## src/rtl/regfile_access_ctrl.sv

```systemverilog
// Sequences register-file clear, operand reads and ALU/LSU writebacks as setup/strobe pulse pairs.
// Latency: grant at T, SETUP at T+1, STROBE (ready pulse) at T+2, rd_done_o at T+3.
// Backpressure: one op in flight, 1 op / 3 cycles; reads stall on busy regs, producers hold valid until ready.
//
// Ports:
//   clk_i, rst_i                  clock, async active-high reset
//   rd_*_i / rd_ready_o, rd_done_o operand read request (A/B sources, optional destination reservation)
//   wb_alu_* / wb_lsu_*           writeback requests and commit pulses
//   rf_*_o                        register-file strobes, port enables, addresses, data-source select, clear line
//   busy_o                        per-register pending-write scoreboard (bit 0 is always 0)
//   init_done_o                   clear sequence finished, handshakes allowed
module regfile_access_ctrl #(
  parameter int RstCycles    = 2,
  parameter int AluStarveMax = 3
) (
  input  logic        clk_i,
  input  logic        rst_i,
  input  logic        rd_valid_i,
  output logic        rd_ready_o,
  input  logic [4:0]  rd_raddr_a_i,
  input  logic        rd_use_a_i,
  input  logic [4:0]  rd_raddr_b_i,
  input  logic        rd_use_b_i,
  input  logic        rd_reserve_i,
  input  logic [4:0]  rd_waddr_i,
  output logic        rd_done_o,
  input  logic        wb_alu_valid_i,
  input  logic [4:0]  wb_alu_addr_i,
  output logic        wb_alu_ready_o,
  input  logic        wb_lsu_valid_i,
  input  logic [4:0]  wb_lsu_addr_i,
  output logic        wb_lsu_ready_o,
  output logic        rf_en_r_o,
  output logic        rf_en_w_o,
  output logic        rf_req_ra_o,
  output logic        rf_req_rb_o,
  output logic        rf_req_w_o,
  output logic [4:0]  rf_raddr_a_o,
  output logic [4:0]  rf_raddr_b_o,
  output logic [4:0]  rf_waddr_o,
  output logic        rf_soursel_o,
  output logic        rf_rst_o,
  output logic [31:0] busy_o,
  output logic        init_done_o
);

  typedef enum logic [2:0] {
    INIT,
    IDLE,
    WR_SETUP,
    WR_STROBE,
    RD_SETUP,
    RD_STROBE
  } state_t;

  localparam int InitCntW = $clog2(RstCycles + 2);
  localparam int StarveW  = $clog2(AluStarveMax + 2);

  state_t              state;
  logic [InitCntW-1:0] init_cnt;
  logic [StarveW-1:0]  starve_cnt;
  logic                rd_reserve_q;
  logic [4:0]          rd_waddr_q;

  logic                wr_pending;
  logic                alu_wins;
  logic [4:0]          wr_addr_sel;
  logic                rd_eligible;

  // Grant decision made in IDLE. busy_o[0] is never set, so x0 never stalls.
  always_comb begin
    wr_pending  = wb_alu_valid_i | wb_lsu_valid_i;
    alu_wins    = wb_alu_valid_i &
                  (~wb_lsu_valid_i | (starve_cnt == StarveW'(AluStarveMax)));
    wr_addr_sel = alu_wins ? wb_alu_addr_i : wb_lsu_addr_i;
    rd_eligible = rd_valid_i
                & ~(rd_use_a_i   & busy_o[rd_raddr_a_i])
                & ~(rd_use_b_i   & busy_o[rd_raddr_b_i])
                & ~(rd_reserve_i & busy_o[rd_waddr_i]);
  end

  always_ff @(posedge clk_i or posedge rst_i) begin
    if (rst_i) begin
      state          <= INIT;
      init_cnt       <= '0;
      starve_cnt     <= '0;
      rd_reserve_q   <= 1'b0;
      rd_waddr_q     <= 5'd0;
      rd_ready_o     <= 1'b0;
      rd_done_o      <= 1'b0;
      wb_alu_ready_o <= 1'b0;
      wb_lsu_ready_o <= 1'b0;
      rf_en_r_o      <= 1'b0;
      rf_en_w_o      <= 1'b0;
      rf_req_ra_o    <= 1'b0;
      rf_req_rb_o    <= 1'b0;
      rf_req_w_o     <= 1'b0;
      rf_raddr_a_o   <= 5'd0;
      rf_raddr_b_o   <= 5'd0;
      rf_waddr_o     <= 5'd0;
      rf_soursel_o   <= 1'b0;
      rf_rst_o       <= 1'b1;
      busy_o         <= 32'd0;
      init_done_o    <= 1'b0;
    end else begin
      rd_done_o <= 1'b0;
      case (state)
        INIT: begin
          // The falling edge of rf_rst_o is what clears the register file.
          if (init_cnt == InitCntW'(RstCycles)) begin
            rf_rst_o    <= 1'b0;
            init_done_o <= 1'b1;
            state       <= IDLE;
          end else begin
            init_cnt <= init_cnt + 1'b1;
          end
        end
        IDLE: begin
          if (wr_pending) begin
            state        <= WR_SETUP;
            rf_waddr_o   <= wr_addr_sel;
            rf_soursel_o <= ~alu_wins;
            // x0 still handshakes and pulses en_w, but never writes.
            rf_req_w_o   <= (wr_addr_sel != 5'd0);
            if (alu_wins) begin
              starve_cnt <= '0;
            end else if (wb_alu_valid_i && (starve_cnt != StarveW'(AluStarveMax))) begin
              starve_cnt <= starve_cnt + 1'b1;
            end
          end else if (rd_eligible) begin
            state        <= RD_SETUP;
            rf_raddr_a_o <= rd_raddr_a_i;
            rf_raddr_b_o <= rd_raddr_b_i;
            rf_req_ra_o  <= rd_use_a_i;
            rf_req_rb_o  <= rd_use_b_i;
            rd_reserve_q <= rd_reserve_i;
            rd_waddr_q   <= rd_waddr_i;
          end
        end
        WR_SETUP: begin
          state              <= WR_STROBE;
          rf_en_w_o          <= 1'b1;
          wb_alu_ready_o     <= ~rf_soursel_o;
          wb_lsu_ready_o     <= rf_soursel_o;
          busy_o[rf_waddr_o] <= 1'b0;
        end
        WR_STROBE: begin
          state          <= IDLE;
          rf_en_w_o      <= 1'b0;
          rf_req_w_o     <= 1'b0;
          wb_alu_ready_o <= 1'b0;
          wb_lsu_ready_o <= 1'b0;
        end
        RD_SETUP: begin
          state      <= RD_STROBE;
          rf_en_r_o  <= 1'b1;
          rd_ready_o <= 1'b1;
          if (rd_reserve_q && (rd_waddr_q != 5'd0)) begin
            busy_o[rd_waddr_q] <= 1'b1;
          end
        end
        RD_STROBE: begin
          state       <= IDLE;
          rf_en_r_o   <= 1'b0;
          rd_ready_o  <= 1'b0;
          rf_req_ra_o <= 1'b0;
          rf_req_rb_o <= 1'b0;
          rd_done_o   <= 1'b1;
        end
        default: state <= INIT;
      endcase
    end
  end

endmodule

```

## config.mk

```make
export PLATFORM = sky130hd
export DESIGN_NAME = regfile_access_ctrl
export DESIGN_NICKNAME = d
export VERILOG_FILES = /design/src/rtl/regfile_access_ctrl.sv
export SDC_FILE = /design/constraint.sdc
export NUM_CORES = 1
export LEC_CHECK = 0
export BUFFER_PORTS_ARGS = -buffer_cell sky130_fd_sc_hd__buf_2
export CORE_MARGIN = 8
export CORE_UTILIZATION = 40
export DETAILED_ROUTE_END_ITERATION = 6
export PLACE_DENSITY = 0.63
export SLEW_MARGIN = 20
export SYNTH_ARGS = -nofsm -noshare
export SYNTH_HDL_FRONTEND = slang
export SYNTH_SLANG_ARGS = --single-unit
export TNS_END_PERCENT = 50
```

## constraint.sdc

```tcl
create_clock -name clk_i -period 3.43 [get_ports clk_i]
set_clock_uncertainty 0.2 [all_clocks]
set_input_delay 0.8575 -clock clk_i [delete_from_list [all_inputs] [get_ports clk_i]]
set_output_delay 0.8575 -clock clk_i [all_outputs]
set_load 0.03 [all_outputs]
```

# Yosys cells after proc, flatten, opt, wreduce, memory -nomap -nowiden
# Index checks and enable logic that the tools add are counted.
# totals
reg_bits,72
inputBits,33
out_inout_bits,59
wordCells,118
# op_classes
addsub,2
order_cmp,7
eq_ne,14
n_mux,32
bitwise,20
n_reduce_logical,23
# op_table
cell,n
case mux 32 bit (2 select lines),1
bitwise AND 32 bit,1
2-to-1 mux 32 bit,1
NOT 32 bit,1
OR 32 bit,1
< comparator 5 x 6 -> 1 bit (second input constant),5
binary-select mux 1 bit (select 5 bit),3
2-to-1 mux 3 bit,5
case mux 3 bit (5 select lines),1
case mux 1 bit (2 select lines),7
AND reduction 2 bit,6
nonzero test 2 bit,6
2-to-1 mux 1 bit,11
demux 1 bit (select 5 bit),2
>= comparator 5 x 1 -> 1 bit (second input constant),2
!= test 2 bit (second input constant),5
nonzero test 5 bit,2
equality test 3 x 2 -> 1 bit (second input constant),3
AND reduction 3 bit,3
NOT 1 bit,8
bitwise AND 1 bit,7
equality test 3 bit (second input constant),2
2-to-1 mux 5 bit,1
logical AND 1 bit,4
9 further kinds,10

# Longest topological paths before layout
# Gate-level depths: netlist of the first run.
# depth
depth_word,10
ltp_mapped,8

# Least setup slack after synthesis of the first run
# Ideal clock, no wire load.
# synth_timing
path_kind,input to register
startpoint,input port rd_raddr_b_i[1]
endpoint,register rf_raddr_b_o[0]
setup_ps,128
arrival_ps,3105
required_ps,3102
setup_slack_ps,-3
path_stages,8
n_path_buf,2
cell_sequence,clkbuf_1 > mux4_2 > a2bb2oi_1 > a221o_1 > a32oi_2 > nand4_4 > buf_6 > mux2_1
# synth_between
elab_chain_cells,7
# synth_lines
element,line,text
from (decl),22,"input logic [4:0] rd_raddr_b_i,"
binary-select mux 1 bit (select 5 bit),78,& ~(rd_use_b_i & busy_o[rd_raddr_b_i])
2-to-1 mux 1 bit (implied by the code),78,
bitwise AND 1 bit,78,
NOT 1 bit,78,
bitwise AND 1 bit,78,
bitwise AND 1 bit,79,& ~(rd_reserve_i & busy_o[rd_waddr_i]);
AND reduction 3 bit (no source line),n/a,
to (signal assigned),133,rf_raddr_b_o <= rd_raddr_b_i;
to (decl),39,"output logic [4:0] rf_raddr_b_o,"
# No other way between the ends. The select of a mux whose other input is x is not followed.
# A chain may end at the register's enable or synchronous reset.

# Worst setup path in the final report of the first run
# layout_timing
startpoint,input port rd_raddr_b_i[0]
endpoint,register rd_waddr_q[3]
# layout_between
elab_chain_cells,7
# layout_lines
element,line,text
binary-select mux 1 bit (select 5 bit),78,
2-to-1 mux 1 bit (implied by the code),78,
bitwise AND 1 bit,78,
NOT 1 bit,78,
bitwise AND 1 bit,78,
bitwise AND 1 bit,79,
AND reduction 3 bit (no source line),n/a,
to (signal assigned),137,rd_waddr_q <= rd_waddr_i;
to (decl),63,logic [4:0] rd_waddr_q;
# No other way between the ends. The select of a mux whose other input is x is not followed.

==> impl_metrics.csv, run 1 <==
group,metric,value,unit
global_route,gr-usage-met3,4.46,%
sta,layout_min_cycle_time,3.19,ns
global_route,grt_pass1_wl,18.2,mm
synth,synth_fp_nets,390,
global_route,met2_usage,28.0,%
sta,setup_viol,0,
drt,drt_first_pass_iters,5,
synth,ys_ff_latch,72,
finish,fin_cells,584,
synth,number_of_enable_type_register_cells_in_the_synthesized_netlist,0,
synth,synthesis.instances,354,
clocking,cts_setup_buffers,0,
drt,via_count,3390,
drt,drt-vias-per-instance,5.80,
clocking,tritoncts,"built",
synth,synthesis.area,3930,µm²
critical_path,critPathKind,"in2reg",
sta,hold_viol_final,0,
flow_run,cap_violations,0,
synth,synth_sequential_area_ratio,45.9,%
floorplan,floorplan.rows,36,
run_status,status,"completed",
global_route,global_routing_met1_resource_utilization,23.1,%
synth,synth_top_cell_area_share,45.2,%
clocking,cts.repair.resized,0,
placed_design,detailed_place_hpwl,8.75,mm
floorplan,initial_utilization,40.7,%
floorplan,core,9640,µm²
synth,synth_top_cells_by_area,"sky130_fd_sc_hd__dfrtp_1, sky130_fd_sc_hd__mux4_2, sky130_fd_sc_hd__o21ai_0",
sta,relSlewSlack,50.8,%
clocking,cts_inserted_buffers,9,
drt,avgRoutedWirePerCell,19.7,µm
pwr,p_leak,2.20,nW
clocking,cts_sinks,72,
critical_path,start_kind,"primary input",
global_route,grt-ovfl-total,0,
clocking,clockBufferDepth,2,
sta,max_clock_freq,314,MHz
synth,syn_avg_cell_area,11.1,µm²
global_route,grt_max_usage_layer,"met2",
drt,totalWireLength,11.5,mm
min_path,hold_path_startpoint,"init_done_o$_DFFE_PP0P_",
sta,tightestPinTransition,0.735,ns
floorplan,dieHeight,115,µm
floorplan,die_x,115,µm
finish,finish.utilization,49.0,%
critical_path,worst_r2r_startpoint,"busy_o[10]$_DFFE_PP0P_",
pwr,worst_ir_drop_vdd,0.286,mV
sta,final_min_period_over_clock_period,92.9,%
sta,grt_setup_unrepaired,"no",
floorplan,top_level_ports,92,
synth,asyncSetResetFlopFracSynth,100,%
placed_design,dpl_worst_slack,-0.136,ns
synth,ys.flop_type,"sky130_fd_sc_hd__dfrtp_1",
clocking,cts_hold_buf,0,
clocking,worstSkewPairLatency,0.35,ns
finish,area_growth_syn_to_layout,20.2,%
global_route,grt_start_max_net_pins,73,
synth,yosysUniqueCellTypes,49,
finish,num_antenna_cells,0,
global_route,antenna_found_initial,0,
drt,drc,0,
global_route,grt_pass1_vias,3429,
synth,ys.warnings.count,0,
critical_path,worst_r2r_path_depth,6,
global_route,grt_use_total,17.7,%
clocking,h-tree-depth,3,
min_path,worstHoldPathType,"reg2reg",
critical_path,critical_path_required,3.46,ns
floorplan,floorplan.die_area,13200,µm²
synth,synthDominantAreaCellType,"sky130_fd_sc_hd__dfrtp_1",
critical_path,critPathArrivalTime,3.22,ns
placed_design,numPortBuffers,91,
finish,drive_above_1_share,33.7,%
drt,initial_drc_count,235,
clocking,clk_root_buffer_cell,"sky130_fd_sc_hd__clkbuf_8",
critical_path,critical_path.endpoint_type,"flop",
critical_path,critical_path.max_fanout,17,
finish,fin_nets,482,
pwr,p_per_cell_area,633,nW/µm²
drt,post_drt_antenna_nets,0,
placed_design,place_congestion,0.901,
sta,slew_viol_final,0,
critical_path,regToRegSetupSlack,0.54,ns
placed_design,placed_cells,568,
sta,finalHoldWorstSlack,0.262,ns
min_path,hold_end,"init_done_o$_DFFE_PP0P_",
min_path,hold-path-cell-count,1,
critical_path,r2r-end,"rd_waddr_q[3]$_DFFE_PP0P_",
finish,layout.filler_cells,933,
sta,final.setup.worst_slack,0.243,ns
clocking,clk_transition_reported_paths,0.07,ns
## worst max path at each step
stage	cells past startpoint	startpoint	endpoint
global route	7	rd_raddr_b_i[0]	rd_waddr_q[1]$_DFFE_PP0P_
CTS	7	rd_raddr_b_i[0]	rd_waddr_q[3]$_DFFE_PP0P_
detailed placement	7	rd_raddr_b_i[0]	rd_waddr_q[3]$_DFFE_PP0P_
finish	7	rd_raddr_b_i[0]	rd_waddr_q[3]$_DFFE_PP0P_
global placement	7	rd_raddr_b_i[0]	rf_raddr_b_o[1]$_DFFE_PP0P_
floorplan	8	rd_waddr_i[2]	rf_raddr_b_o[0]$_DFFE_PP0P_
## placed cells by master (no fill, tap or decap), types with 9 or more instances in the layout
| master | netlist | routed |
|---|---|---|
| sky130_fd_sc_hd__mux4_2 | 20 | 20 |
| sky130_fd_sc_hd__nor2_1 | 22 | 22 |
| sky130_fd_sc_hd__nand2_1 | 28 | 28 |
| sky130_fd_sc_hd__clkbuf_8 | 0 | 9 |
| sky130_fd_sc_hd__mux2_2 | 14 | 14 |
| sky130_fd_sc_hd__o21ai_0 | 57 | 57 |
| sky130_fd_sc_hd__nand3_1 | 10 | 10 |
| sky130_fd_sc_hd__a21oi_1 | 9 | 9 |
| sky130_fd_sc_hd__mux2i_1 | 17 | 17 |
| sky130_fd_sc_hd__buf_2 | 0 | 91 |
| sky130_fd_sc_hd__dfrtp_1 | 71 | 71 |
| sky130_fd_sc_hd__mux2_1 | 9 | 9 |
## critical path: stages
cell	delay (ns)
sky130_fd_sc_hd__buf_2	0.19
sky130_fd_sc_hd__mux4_2	0.52
sky130_fd_sc_hd__mux2_2	0.28
sky130_fd_sc_hd__a221o_1	0.36
sky130_fd_sc_hd__a32oi_2	0.26
sky130_fd_sc_hd__nand4_4	0.32
sky130_fd_sc_hd__mux2_1	0.42
## cell type report
class	count	area, µm²	area share [%]
Clock buffer	9	124	2.62
Clock inverter	7	71.3	1.51
Inverter	8	30.0	0.636
Multi-Input combinational cell	260	2030	42.9
Sequential cell	72	1800	38.2
Tap cell	133	166	3.53
Timing Repair Buffer	95	498	10.6
## flip-flops by register name, indices dropped and copies added, names as in the netlist, 2 cells and up
register and cells:
rf_raddr_b_o 5, state 3, busy_o 32, starve_cnt 3, rf_waddr_o 5, init_cnt 2
rd_waddr_q 5, rf_raddr_a_o 5
## layer usage
metal / up-vias / wire length [µm] / share of wire [%]
li1: 1524 / - / -
met1: 1688 / 4970 / 43
met2: 157 / 5370 / 47
met3: 21 / 982 / 8.5
met4: 0 / 174 / 1.5
met5: - / 0 / 0
## cells in the mapped netlist (2+ instances only)
cell,instances
sky130_fd_sc_hd__a21o_1,4
sky130_fd_sc_hd__a21oi_1,9
sky130_fd_sc_hd__a2bb2oi_1,3
sky130_fd_sc_hd__a31oi_1,2
sky130_fd_sc_hd__buf_1,3
sky130_fd_sc_hd__buf_4,2
sky130_fd_sc_hd__clkbuf_1,8
sky130_fd_sc_hd__dfrtp_1,71
sky130_fd_sc_hd__ha_1,3
sky130_fd_sc_hd__inv_1,8
sky130_fd_sc_hd__mux2_1,9
sky130_fd_sc_hd__mux2_2,14
sky130_fd_sc_hd__mux2i_1,17
sky130_fd_sc_hd__mux4_2,20
sky130_fd_sc_hd__nand2_1,28
sky130_fd_sc_hd__nand2b_1,5
sky130_fd_sc_hd__nand3_1,10
sky130_fd_sc_hd__nand3b_1,8
sky130_fd_sc_hd__nand4_1,2
sky130_fd_sc_hd__nor2_1,22
sky130_fd_sc_hd__nor2b_1,8
sky130_fd_sc_hd__nor3_1,5
sky130_fd_sc_hd__o21ai_0,57
sky130_fd_sc_hd__o22ai_1,2
sky130_fd_sc_hd__o31ai_1,7
sky130_fd_sc_hd__o41ai_1,2
sky130_fd_sc_hd__or3_1,2
sky130_fd_sc_hd__or4_1,2
## logic make-up (layout without fill, tap and decap cells)
| logic type | count (synthesis) | after routing | share of synthesized area, % |
|---|---|---|---|
| AO/OA/AOI/OAI | 97 | 97 | 15.0 |
| multiplexers | 60 | 60 | 22.4 |
| buffers and inverters | 22 | 119 | 2.48 |
| flip-flops | 72 | 72 | 45.9 |
| adder cells (fa/ha/maj) | 3 | 3 | 0.956 |
| AND/OR/NAND/NOR | 99 | 99 | 13.0 |
| XOR/XNOR | 1 | 1 | 0.223 |
## per-stage QoR
stage / setup TNS [ns] / total power, mW / area (µm²)
floorplan: 0 / 1.99 / 3930
global placement: -0.317 / 2.31 / 4520
global route: 0 / 3.16 / 4720
detailed placement: -1.78 / 2.33 / 4520
finish: 0 / 2.99 / 4720
CTS: 0 / 3.01 / 4720
## where the power goes
part / switching, mW / leakage (nW) / internal [mW]
Combinational: 0.683 / 1.18 / 0.348
Sequential: 0.238 / 0.927 / 1.04
Clock: 0.338 / 0.0916 / 0.335
Total: 1.26 / 2.20 / 1.73
(Power assumes the default switching activity.)
==> run 2: changes to the inputs <==
Settings changed: ABC_CLOCK_PERIOD_IN_PS from default to 3430, CORE_UTILIZATION 40 to 44, PLACE_DENSITY 0.63 to 0.68, REMOVE_ABC_BUFFERS from default to 1.
==> run 2 against run 1 <==
Against the previous run: count of clock-buffer cells in the layout unchanged; setup slack gained 0.014 ns; highest routed layer unchanged; power increased by 2.6%; sequential power about the same; largest power group unchanged; critical path type unchanged; final cell count shrank 3.9%; clock power up 11%; global-route usage grew 1.1 points.
==> impl_metrics.csv, run 2 (same netlist as run 1, synthesis figures left out) <==
group,metric,value,unit
finish,num_antenna_cells,0,
global_route,antenna_found_initial,0,
floorplan,floorplan.die_area,12200,µm²
global_route,grt_pass1_wl,18.9,mm
finish,top_register,"busy_o",
drt,via_count,3440,
drt,initial_drc_count,319,
sta,final.setup.worst_slack,0.257,ns
clocking,clk_root_buffer_cell,"sky130_fd_sc_hd__clkbuf_8",
critical_path,crit_chain,"buf_2 > mux4_2 > mux2_2 > a221o_1 > a32oi_2 > nand4_4 > mux2_1",
floorplan,core,8680,µm²
clocking,h-tree-depth,3,
finish,area_growth_syn_to_layout,20.0,%
sta,setup_viol,0,
sta,layout_min_cycle_time,3.17,ns
critical_path,slowest_delay,0.52,ns
clocking,worstSkewPairLatency,0.35,ns
finish,largest_register_ffs,32,
drt,drt_first_pass_iters,5,
drt,post_drt_antenna_nets,0,
clocking,cts_setup_buffers,0,
finish,post-route-cell-area,4710,µm²
sta,relSlewSlack,44.6,%
sta,tightestPinTransition,0.828,ns
pwr,power_frac_comb,34.0,%
sta,hold_viol_final,0,
pwr,power.internal,1.80,mW
pwr,seq_power_share,41.5,%
floorplan,initial_utilization,45.3,%
critical_path,critical_path_required,3.46,ns
placed_design,dpl_worst_slack,-0.131,ns
placed_design,place_congestion,0.893,
finish,layout_commonest_cell,"sky130_fd_sc_hd__buf_2",
sta,grt_setup_unrepaired,"no",
pwr,p_leak,2.22,nW
clocking,cts.repair.resized,0,
pwr,share_clk_of_total_power,24.5,%
critical_path,critical_path.max_fanout,17,
sta,slew_viol_final,0,
drt,avgRoutedWirePerCell,20.4,µm
critical_path,start_kind,"primary input",
sta,final_min_period_over_clock_period,92.5,%
placed_design,placed_area,4500,µm²
pwr,power.share.switching,41.2,%
placed_design,detailed_place_hpwl,8.84,mm
critical_path,critPathArrivalTime,3.21,ns
clocking,tritoncts,"built",
global_route,grt_use_total,18.9,%
drt,drc,0,
global_route,grt_pass1_vias,3548,
sta,final.setup.tns,0,ns
pwr,worst_ir_drop_vdd,0.386,mV
floorplan,die_x,110,µm
global_route,grt_start_max_net_pins,36,
placed_design,numPortBuffers,91,
flow_run,cap_violations,0,
finish,drive_above_1_share,34.0,%
floorplan,floorplan.rows,34,
run_status,status,"completed",
critical_path,path_buf_inv,1,
global_route,grt-ovfl-total,0,
floorplan,top_level_ports,92,
critical_path,critPathSlowestCell,"sky130_fd_sc_hd__mux4_2",
finish,final_cell_mix,"sky130_fd_sc_hd__buf_2, sky130_fd_sc_hd__dfrtp_1, sky130_fd_sc_hd__o21ai_0",
pwr,p_sw,1.26,mW
critical_path,critical-path-top-delay-family,"multiplexers",
drt,totalWireLength,11.5,mm
min_path,worstHoldPathType,"in2async",
critical_path,critical_path.endpoint_type,"flop",
floorplan,dieHeight,110,µm
drt,drt-vias-per-instance,6.13,
clocking,clockBufferDepth,2,
pwr,p_per_cell_area,650,nW/µm²
critical_path,critPathKind,"in2reg",
sta,max_clock_freq,315,MHz
clocking,cts_hold_buf,0,
finish,fin_nets,484,
clocking,cts_sinks,72,
clocking,clk_transition_reported_paths,0.08,ns
clocking,cts_inserted_buffers,9,
run 2: worst paths after layout:
check / start / endpoint / slack [ns] / cells past startpoint
hold / removal: rst_i / rf_raddr_b_o[3]$_DFFE_PP0P_ / 0.26 / 2
max in group asynchronous: rst_i / busy_o[4]$_DFFE_PP0P_ / 2.01 / 3
setup reg to reg: busy_o[10]$_DFFE_PP0P_ / rf_raddr_b_o[0]$_DFFE_PP0P_ / 0.52 / 6
setup / recovery: rd_raddr_b_i[0] / rf_raddr_b_o[0]$_DFFE_PP0P_ / 0.26 / 7
hold reg to reg: init_done_o$_DFFE_PP0P_ / init_done_o$_DFFE_PP0P_ / 0.26 / 1
min in group clk_i: init_done_o$_DFFE_PP0P_ / init_done_o$_DFFE_PP0P_ / 0.26 / 1
run 2: power groups by stage:
stage | clock (mW) | sequential, mW | combinational, mW
floorplan | 0 | 1.51 | 0.436
global placement | 0 | 1.27 | 1.02
detailed placement | 0 | 1.28 | 1.04
CTS | 0.764 | 1.27 | 1.05
global route | 0.802 | 1.31 | 1.13
finish | 0.751 | 1.27 | 1.04
run 2: metrics by stage:
stage	cells	hold WS, ns	util [%]	power (mW)
after floorplan	340	0.249	-	1.95
after global placement	545	0.237	51.8	2.29
after detailed placement	545	0.247	51.8	2.33
after CTS	561	0.258	54.3	3.08
after global routing	561	0.264	54.3	3.24
final	561	0.256	54.3	3.06
run 2: per-layer routing:
| layer | GRT usage [%] | up-vias | wire [µm] |
|---|---|---|---|
| li1 | - | 1526 | - |
| met1 | 25.1 | 1731 | 5030 |
| met2 | 29.7 | 170 | 5380 |
| met3 | 4.87 | 13 | 909 |
| met4 | 5.14 | 0 | 140 |
| met5 | 0 | - | 0 |
run 2: area by class of cell:
| class | instances | area (µm²) |
|---|---|---|
| multi-input cells | 260 | 2030 |
| inverters | 8 | 30.0 |
| clock buffers | 9 | 124 |
| clock inverters | 7 | 93.8 |
| flip-flops and latches | 72 | 1800 |
| well taps | 108 | 135 |
| repair buffers | 97 | 500 |
| fillers | 777 | 3970 |
run 2: worst reg2reg max path: cells and delay by family, from the launching register on:
kind	cells	cell delay, ns
simple gates	1	0.33
mux	3	1.21
compound gates	2	0.61
flops	1	0.46
==> run 3: changes to the inputs <==
Settings changed: CORE_MARGIN 8 to 2.
==> run 3 against run 2 <==
Against the previous run: global-route usage is 4.1 points higher; final cell count stayed put; flip-flop and latch count is the same; count of clock-buffer cells in the layout increased by 2; sequential power hardly changed; via count decreased by 1.2%; utilization increased by 0.32 points; largest cell class unchanged; highest routed layer unchanged.
==> impl_metrics.csv, run 3 (same netlist as run 1, synthesis figures left out) <==
group,metric,value,unit
placed_design,detailed_place_hpwl,8.18,mm
sta,hold_viol_final,0,
critical_path,critical_path_required,3.47,ns
global_route,grt-ovfl-total,0,
clocking,cts.repair.resized,0,
global_route,grt_pass1_vias,3292,
floorplan,dieHeight,98.5,µm
flow_run,cap_violations,0,
critical_path,r2r-end,"rd_waddr_q[1]$_DFFE_PP0P_",
floorplan,top_level_ports,92,
floorplan,floorplan.die_area,9700,µm²
sta,max_clock_freq,312,MHz
drt,totalWireLength,10.8,mm
critical_path,crit_chain,"buf_2 > mux4_2 > mux2_2 > a221o_1 > a32oi_2 > nand4_4 > mux2_1",
min_path,hold_end,"wb_lsu_ready_o$_DFFE_PP0P_",
finish,layout_commonest_cell,"sky130_fd_sc_hd__buf_2",
pwr,worst_ir_drop_vdd,0.364,mV
floorplan,core,8680,µm²
critical_path,critPathKind,"in2reg",
global_route,grt_start_max_net_pins,31,
clocking,cts_sinks,72,
finish,fin_nets,484,
pwr,power.total,3.13,mW
sta,tightestPinTransition,0.771,ns
critical_path,worst_r2r_startpoint,"busy_o[15]$_DFFE_PP0P_",
critical_path,slowest_delay,0.53,ns
clocking,h-tree-depth,3,
finish,top_register,"busy_o",
drt,initial_drc_count,199,
critical_path,worst_r2r_path_depth,6,
placed_design,place_congestion,0.889,
min_path,worstHoldPathType,"reg2reg",
pwr,p_leak,2.23,nW
sta,slew_viol_final,0,
clocking,clk_transition_reported_paths,0.08,ns
floorplan,floorplan.rows,34,
clocking,clk_root_buffer_cell,"sky130_fd_sc_hd__clkbuf_8",
global_route,grt_pass1_wl,17.4,mm
drt,drt-vias-per-instance,6.06,
floorplan,die_x,98.5,µm
placed_design,numPortBuffers,91,
sta,layout_min_cycle_time,3.20,ns
sta,setup_viol,0,
sta,relSlewSlack,48.4,%
drt,avgRoutedWirePerCell,19.3,µm
clocking,cts_inserted_buffers,9,
run_status,status,"completed",
global_route,antenna_found_initial,0,
drt,post_drt_antenna_nets,0,
critical_path,critical_path.max_fanout,17,
finish,largest_register_ffs,32,
sta,finalHoldWorstSlack,0.263,ns
critical_path,start_kind,"primary input",
global_route,grt_use_total,23.0,%
drt,via_count,3400,
critical_path,critPathSlowestCell,"sky130_fd_sc_hd__mux4_2",
critical_path,critPathArrivalTime,3.24,ns
drt,drt_first_pass_iters,5,
pwr,p_per_cell_area,660,nW/µm²
clocking,cts_setup_buffers,0,
min_path,hold-path-cell-count,2,
sta,final_min_period_over_clock_period,93.4,%
min_path,hold_path_startpoint,"wb_lsu_ready_o$_DFFE_PP0P_",
finish,area_growth_syn_to_layout,20.7,%
clocking,tritoncts,"built",
critical_path,regToRegSetupSlack,0.49,ns
drt,drc,0,
clocking,cts_hold_buf,0,
clocking,clockBufferDepth,2,
finish,num_antenna_cells,0,
clocking,worstSkewPairLatency,0.35,ns
floorplan,initial_utilization,45.3,%
critical_path,critical_path.endpoint_type,"flop",
finish,final_cell_mix,"sky130_fd_sc_hd__buf_2, sky130_fd_sc_hd__dfrtp_1, sky130_fd_sc_hd__o21ai_0",
finish,drive_above_1_share,33.8,%
sta,grt_setup_unrepaired,"no",
==> run 3: critical path, delay by kind of cell <==
| family | cells | cell delay [ns] |
|---|---|---|
| mux | 3 | 1.25 |
| compound gates | 2 | 0.62 |
| simple gates | 1 | 0.33 |
| buf+inv | 1 | 0.18 |
==> run 3: final cells by class <==
class                           instances  area [µm²]
Fill cell                             782        3940
Multi-Input combinational cell        260        2030
Sequential cell                        72        1800
Timing Repair Buffer                   97         500
Clock buffer                           11         141
Tap cell                              108         135
Clock inverter                          5         104
Inverter                                8        30.0
==> run 3: layer usage <==
layer / up-vias / wire length [µm] / global-route usage, %
met2: 187 / 4910 / 34.1
met5: - / 0 / 0
met4: 0 / 319 / 10.1
li1: 1524 / - / -
met3: 37 / 930 / 5.32
met1: 1652 / 4670 / 32.6
==> run 3: metrics by stage <==
stage | instances | util [%] | area (µm²) | setup TNS [ns] | setup slack (ns)
after detailed placement | 545 | 51.8 | 4500 | -1.40 | -0.117
final | 561 | 54.6 | 4740 | 0 | 0.228
after global routing | 561 | 54.6 | 4740 | 0 | 0.116
after global placement | 545 | 51.8 | 4500 | -0.299 | -0.0358
after floorplan | 340 | - | 3860 | 0 | 0.297
after CTS | 561 | 54.6 | 4740 | 0 | 0.207
==> run 3: how the worst max path moves through the flow <==
stage | start | end | slack [ns]
CTS | rd_raddr_b_i[0] | rd_waddr_q[1]$_DFFE_PP0P_ | 0.21
global placement | rd_raddr_b_i[0] | rf_raddr_b_o[0]$_DFFE_PP0P_ | -0.04
global route | rd_raddr_b_i[0] | rd_waddr_q[3]$_DFFE_PP0P_ | 0.12
detailed placement | rd_raddr_b_i[0] | rd_waddr_q[1]$_DFFE_PP0P_ | -0.12
finish | rd_raddr_b_i[0] | rd_waddr_q[1]$_DFFE_PP0P_ | 0.23
floorplan | rd_raddr_b_i[0] | rf_raddr_b_o[0]$_DFFE_PP0P_ | 0.30
==> run 3: power by group <==
part / switching [mW] / internal [mW]
combinational: 0.681 / 0.348
clock: 0.327 / 0.503
sequential: 0.226 / 1.04
